--- src/rtl/weight_pkg.sv ---
// Shared definitions for the weight loader: default sizes and the stream FSM state encoding.
package weight_pkg;

  localparam int N_DEF         = 8;
  localparam int WEIGHT_BW_DEF = 8;
  localparam int CNT_W_DEF     = $clog2(N_DEF * N_DEF);

  typedef enum logic [2:0] {
    IDLE,
    FILL,
    CHECK,
    WAIT_COMMIT,
    COMMIT
  } state_e;

endpackage

--- src/rtl/weight_stream_fsm.sv ---
// Stream-side control for the weight loader: state, beat counter, handshake and strobe decode.
// The CHECK state is only reachable when WEIGHT_LOADER_CHKSUM_EN is defined.
module weight_stream_fsm
  import weight_pkg::*;
#(
  parameter int N = N_DEF,
  localparam int CNT_W = $clog2(N * N)
) (
  input  logic             clk,
  input  logic             rstn,
  input  logic             s_valid,
  input  logic             flush,
  input  logic             commit_ok,
`ifdef WEIGHT_LOADER_CHKSUM_EN
  input  logic             chk_match,
`endif
  output logic             s_ready,
  output logic             wr_en,
  output logic [CNT_W-1:0] wr_idx,
  output logic             busy,
  output logic             weight_reload,
  output logic             load_done,
  output logic             load_err
);

  state_e           state_q, state_d;
  logic [CNT_W-1:0] cnt_q, cnt_d;
  logic             err_q, err_d;
  logic             ready_st;
  logic             accept;
  logic             last_beat;

  // Readiness is masked by reset so nothing looks acceptable while rstn is low.
  assign s_ready   = rstn & ready_st;
  assign accept    = s_valid & s_ready;
  assign last_beat = (cnt_q == CNT_W'(N * N - 1));

  always_comb begin
    state_d  = state_q;
    cnt_d    = cnt_q;
    err_d    = 1'b0;
    wr_en    = 1'b0;
    ready_st = 1'b0;
    unique case (state_q)
      IDLE: begin
        ready_st = 1'b1;
        if (accept) begin
          wr_en   = 1'b1;
          cnt_d   = CNT_W'(1);
          state_d = FILL;
        end
      end
      FILL: begin
        ready_st = 1'b1;
        if (accept) begin
          wr_en = 1'b1;
          if (last_beat) begin
            cnt_d = '0;
`ifdef WEIGHT_LOADER_CHKSUM_EN
            state_d = CHECK;
`else
            state_d = WAIT_COMMIT;
`endif
          end else begin
            cnt_d = cnt_q + CNT_W'(1);
          end
        end
      end
`ifdef WEIGHT_LOADER_CHKSUM_EN
      CHECK: begin
        ready_st = 1'b1;
        if (accept) begin
          if (chk_match) begin
            state_d = WAIT_COMMIT;
          end else begin
            err_d   = 1'b1;
            state_d = IDLE;
          end
        end
      end
`endif
      WAIT_COMMIT: begin
        if (commit_ok) state_d = COMMIT;
      end
      COMMIT: begin
        state_d = IDLE;
      end
      default: begin
        state_d = IDLE;
      end
    endcase
    // Abort overrides everything; a beat offered alongside it is consumed and dropped.
    if (flush) begin
      state_d = IDLE;
      cnt_d   = '0;
      wr_en   = 1'b0;
      err_d   = 1'b0;
    end
  end

  always_ff @(posedge clk or negedge rstn) begin
    if (!rstn) begin
      state_q <= IDLE;
      cnt_q   <= '0;
      err_q   <= 1'b0;
    end else begin
      state_q <= state_d;
      cnt_q   <= cnt_d;
      err_q   <= err_d;
    end
  end

  assign wr_idx        = cnt_q;
  assign busy          = (state_q != IDLE);
  assign weight_reload = (state_q == COMMIT);
  assign load_done     = (state_q == COMMIT);
  assign load_err      = err_q;

endmodule

--- src/rtl/weight_loader.sv ---
// Assembles an N x N signed weight matrix from a byte stream into a shadow buffer and strobes it
// into the PE weight registers. Optional trailing XOR checksum beat: WEIGHT_LOADER_CHKSUM_EN.
module weight_loader
  import weight_pkg::*;
#(
  parameter int N         = N_DEF,
  parameter int WEIGHT_BW = WEIGHT_BW_DEF
) (
  input  logic                        clk,
  input  logic                        rstn,
  input  logic                        s_valid,
  output logic                        s_ready,
  input  logic signed [WEIGHT_BW-1:0] s_data,
  input  logic                        flush,
  input  logic                        commit_ok,
  output logic [N*N*WEIGHT_BW-1:0]    weight_bus,
  output logic                        weight_reload,
  output logic                        busy,
  output logic                        load_done,
  output logic                        load_err
);

  localparam int CNT_W = $clog2(N * N);

  logic                     wr_en;
  logic [CNT_W-1:0]         wr_idx;
  logic [N*N*WEIGHT_BW-1:0] shadow_q, shadow_d;

`ifdef WEIGHT_LOADER_CHKSUM_EN
  logic [WEIGHT_BW-1:0] xor_q, xor_d;
  logic                 chk_match;

  // Element 0 always opens a matrix, so restarting the XOR there is the same as clearing in IDLE.
  always_comb begin
    xor_d = xor_q;
    if (wr_en) xor_d = (wr_idx == '0) ? s_data : (xor_q ^ s_data);
  end

  assign chk_match = (s_data == xor_q);

  always_ff @(posedge clk or negedge rstn) begin
    if (!rstn) xor_q <= '0;
    else       xor_q <= xor_d;
  end
`endif

  weight_stream_fsm #(.N(N)) u_fsm (
    .clk           (clk),
    .rstn          (rstn),
    .s_valid       (s_valid),
    .flush         (flush),
    .commit_ok     (commit_ok),
`ifdef WEIGHT_LOADER_CHKSUM_EN
    .chk_match     (chk_match),
`endif
    .s_ready       (s_ready),
    .wr_en         (wr_en),
    .wr_idx        (wr_idx),
    .busy          (busy),
    .weight_reload (weight_reload),
    .load_done     (load_done),
    .load_err      (load_err)
  );

  always_comb begin
    shadow_d = shadow_q;
    if (wr_en) shadow_d[int'(wr_idx) * WEIGHT_BW +: WEIGHT_BW] = s_data;
  end

  always_ff @(posedge clk or negedge rstn) begin
    if (!rstn) shadow_q <= '0;
    else       shadow_q <= shadow_d;
  end

  // The bus is the shadow itself; downstream only samples it on the reload strobe.
  assign weight_bus = shadow_q;

endmodule
--- config.mk ---
export PLATFORM = sky130hd
export DESIGN_NAME = weight_loader
export DESIGN_NICKNAME = d
export VERILOG_FILES = /design/src/rtl/weight_pkg.sv /design/src/rtl/weight_stream_fsm.sv /design/src/rtl/weight_loader.sv
export SDC_FILE = /design/constraint.sdc
export NUM_CORES = 1
export LEC_CHECK = 0
export ABC_AREA = 1
export CAP_MARGIN = 20
export CORE_MARGIN = 2
export CORE_UTILIZATION = 40
export CTS_CLUSTER_DIAMETER = 100
export DETAILED_ROUTE_END_ITERATION = 8
export DONT_BUFFER_PORTS = 1
export HOLD_SLACK_MARGIN = 0.12
export SLEW_MARGIN = 20
export SYNTH_ARGS = -nofsm -noshare
export SYNTH_HDL_FRONTEND = slang
export SYNTH_SLANG_ARGS = --single-unit
--- constraint.sdc ---
create_clock -name clk -period 8.1 [get_ports clk]
set_clock_uncertainty 0.1 [all_clocks]
set_input_delay 0.81 -clock clk [delete_from_list [all_inputs] [get_ports clk]]
set_output_delay 0.81 -clock clk [all_outputs]
set_load 0.02 [all_outputs]
==> flow_summary.ini <==
[drt]
highest-signal-layer = met4
avgViaCountPerCell = 5.71
drc = 0
met2_wirelength_um = 37100
drt_iter0_drc = 1716
dr_total_vias = 18400
detailroute.wirelength.met3_um = 7480
dr.pass1.iters = 6
wire_per_inst_um = 24.0
routed_wire_length_um = 77300
detail-route-antenna-nets = 0
met1Wirelength_um = 29100

[setup_path]
worst_setup_path_start_kind = register
cp-startpoint = u_fsm.wr_idx[0]
setup.worst_path.class = register to register
cp-endpoint = weight_bus[146]
worst_reg2reg_path_length_in_cells = 11
timing.critical_path.slowest_cell_delay_ns = 1.01
timing.critical_path.to_type = register
crit_path_cell_trace = inv_2, ha_2, or2_0, nand2_2, inv_2, nand4_1, nor2_2, buf_4, nand3_1, nand2_1, nand2_1
slowest_stage = sky130_fd_sc_hd__inv_2
worstSetupPathDepth = 11
cp.buffers_inverters = 3
critical_path.reg2reg.startpoint = u_fsm.wr_idx[0]
worstReg2RegEnd = weight_bus[146]
cp_max_fo = 60
timing.critical_path.required_ns = 8.48
crit_family = simple AND/OR/NAND/NOR gates
worst-endpoint-arrival_ns = 5.68
setup.reg_to_reg.worst_slack_ns = 2.81

[placed_design]
place.port_buffers = 0
gpl.final_weighted_congestion = 0.854
hpwl_um = 54000
pre_cts_ws_ns = 2.88

[status]
result_of_the_run = complete, but fails checks
violations = hold timing

[sta]
final_hold_viol_count = 344
fmaxAchievable_ghz = 0.189
hold-worst-slack_ns = -0.204
setup-tns-final_ns = 0
rsz0062_at_grt = no
finalMaxSlewViolations = 0
layout_setup_ws_ns = 2.81
final_setup_violations = 0
min_period_ns = 5.29
final_worst_path_period_share_pct = 65.3
timing.slew.headroom_pct = 25.0
tightest_slew_ns = 1.12

[power_and_ir_drop]
switching_power_mw = 1.58
power.clock.fraction_pct = 45.5
internal_power_mw = 4.28
pwr-share-comb_pct = 8.9
power_density_mw_per_mm2 = 240
switching_share_pct = 27.0
power.ir.vdd_worst_mv = 0.176
sequentialPowerShare_pct = 45.5
cellLeakagePower_nw = 12.4

[clock_tree]
clk_latency_ns = 0.60
post_cts.repair.setup_buffers = 0
clock_sink_count = 521
clock_tree_from_tritoncts = built
cts-resized-gates = 0
clockBufferDepth = 3
clkTransAtPathRegs_ns = 0.06
ctsRootBufferMaster = sky130_fd_sc_hd__clkbuf_16
cts-buffers-inserted = 56
ctsHtreeMaxLevel = 2

[grt]
grt_antenna_before_repair = 0
first_global_vias = 17300
grt.overflow.total = 0
groute.usage.overall_pct = 26.5
first_pass_grt_wire_length_um = 115000
largest_net_degree_at_the_start_of_global_routing = 525

[layout]
antenna_cell_count = 0
final_net_count = 2496
layout-drive-gt1-share_pct = 5.35
area_growth_from_synthesis_to_layout_pct = 10.5

[synthesis]
post_synth_inst_count = 2565
syn_area_per_cell_um2 = 8.61
seq_total_area_yosys_pct = 59.1
postSynthNetCount = 2581
synth_seq_cells = 521
distinct_cell_type_count_of_the_synthesized_netlist = 27
syn_area_mm2 = 0.0221
ys_warn_count = 0

[die]
io-pin-count = 530
num_rows = 86
core_area_mm2 = 0.0549
initial_core_util_pct = 40.2
die-width_um = 239
die_ar_mm2 = 0.0571
dieHeight_um = 239

[run]
drv_cap = 0

[hold_path]
hold_path.class = input port to async pin
-- area by class of cell --
class / count / area, um^2
Inverter: 51 / 194
Clock inverter: 19 / 264
Sequential cell: 521 / 13000
Tap cell: 704 / 881
Clock buffer: 82 / 1640
Fill cell: 5354 / 30500
Timing Repair Buffer: 17 / 140
Multi-Input combinational cell: 1833 / 8230
-- kinds of logic (layout without fill, tap and decap cells) --
| family | count (synthesis) | after routing | share of synthesized area, % |
|---|---|---|---|
| AOI/OAI and AO/OA | 207 | 207 | 4.72 |
| adders and majority gates | 3 | 3 | 0.170 |
| DFF | 521 | 521 | 59.1 |
| buffers and inverters | 211 | 169 | 3.98 |
| and+or+nand+nor | 1621 | 1621 | 32.0 |
| other | 1 | 1 | 0.0170 |
| xor gates and xnor gates | 1 | 1 | 0.0397 |
-- cells in the mapped netlist, drive strengths merged --
cell type     n  area [um^2]
o2bb2ai       1         8.76
nand2      1038         3900
nor3b         1         7.51
nor2        161          647
dfrtp       521        13000
ha            3         37.5
nand3        49          250
nor3         57          295
inv          51          191
nand4       305         1910
nor4          9         56.3
a21oi         7         35.0
xor2          1         8.76
clkbuf      101          379
conb          1         3.75
o21ai       198          991
or2           1         6.26
buf          59          309
o22ai         1         6.26
-- power by group through the flow --
| stage | Clock, mW | Sequential [mW] | Combinational, mW |
|---|---|---|---|
| floorplan | 0 | 2.70 | 0.380 |
| global placement | 0 | 2.71 | 0.506 |
| detailed placement | 0 | 2.71 | 0.516 |
| CTS | 2.71 | 2.67 | 0.517 |
| global route | 2.81 | 2.67 | 0.569 |
| finish | 2.67 | 2.67 | 0.524 |
-- per-layer routing --
metal | global-route usage, % | vias to the layer above
met5 | 0 | -
met3 | 8.08 | 181
li1 | - | 8410
met1 | 32.6 | 8988
met4 | 11.1 | 0
met2 | 43.3 | 844
-- flip-flops by register name, summed over array words and instances, names as in the netlist --
| signal | count |
|---|---|
| u_fsm.state_q | 3 |
| u_fsm.wr_idx | 6 |
| weight_bus | 512 |
-- worst min-delay path by stage --
stage / startpoint / slack, ns / to
floorplan: u_fsm.state_q[0] / 0.39 / u_fsm.state_q[0]
global placement: u_fsm.state_q[0] / 0.42 / u_fsm.state_q[0]
detailed placement: rstn / 0.43 / weight_bus[120]
CTS: rstn / -0.23 / weight_bus[120]
global route: rstn / -0.24 / weight_bus[376]
finish: rstn / -0.20 / weight_bus[378]
-- layout by cell type (no fill, tap or decap), types with 2 or more instances in the layout --
cell type / n
sky130_fd_sc_hd__nand2_1: 1037
sky130_fd_sc_hd__dfrtp_1: 521
sky130_fd_sc_hd__nand4_1: 305
sky130_fd_sc_hd__o21ai_0: 193
sky130_fd_sc_hd__nor2_1: 148
sky130_fd_sc_hd__clkbuf_16: 57
sky130_fd_sc_hd__nor3_1: 54
sky130_fd_sc_hd__nand3_1: 47
sky130_fd_sc_hd__inv_1: 43
sky130_fd_sc_hd__buf_4: 16
sky130_fd_sc_hd__clkbuf_1: 13
sky130_fd_sc_hd__clkbuf_8: 12
sky130_fd_sc_hd__nor2_2: 9
sky130_fd_sc_hd__nor4_1: 9
sky130_fd_sc_hd__clkinv_2: 8
sky130_fd_sc_hd__inv_2: 7
sky130_fd_sc_hd__a21oi_1: 7
sky130_fd_sc_hd__bufinv_16: 6
sky130_fd_sc_hd__o21ai_1: 4
sky130_fd_sc_hd__nor2_4: 4
sky130_fd_sc_hd__nand3_2: 2
sky130_fd_sc_hd__nor3_4: 2
sky130_fd_sc_hd__ha_1: 2
sky130_fd_sc_hd__clkinvlp_4: 2
sky130_fd_sc_hd__clkinv_4: 2
-- stage by stage --
step	instances	util [%]	cell area (um^2)	total power, mW
floorplan	2565	-	22100	3.08
global placement	3126	41.0	22500	3.22
detailed placement	3126	41.0	22500	3.23
CTS	3227	44.4	24400	5.89
global route	3227	44.4	24400	6.05
finish	3227	44.4	24400	5.86
(Power assumes the default switching activity.)
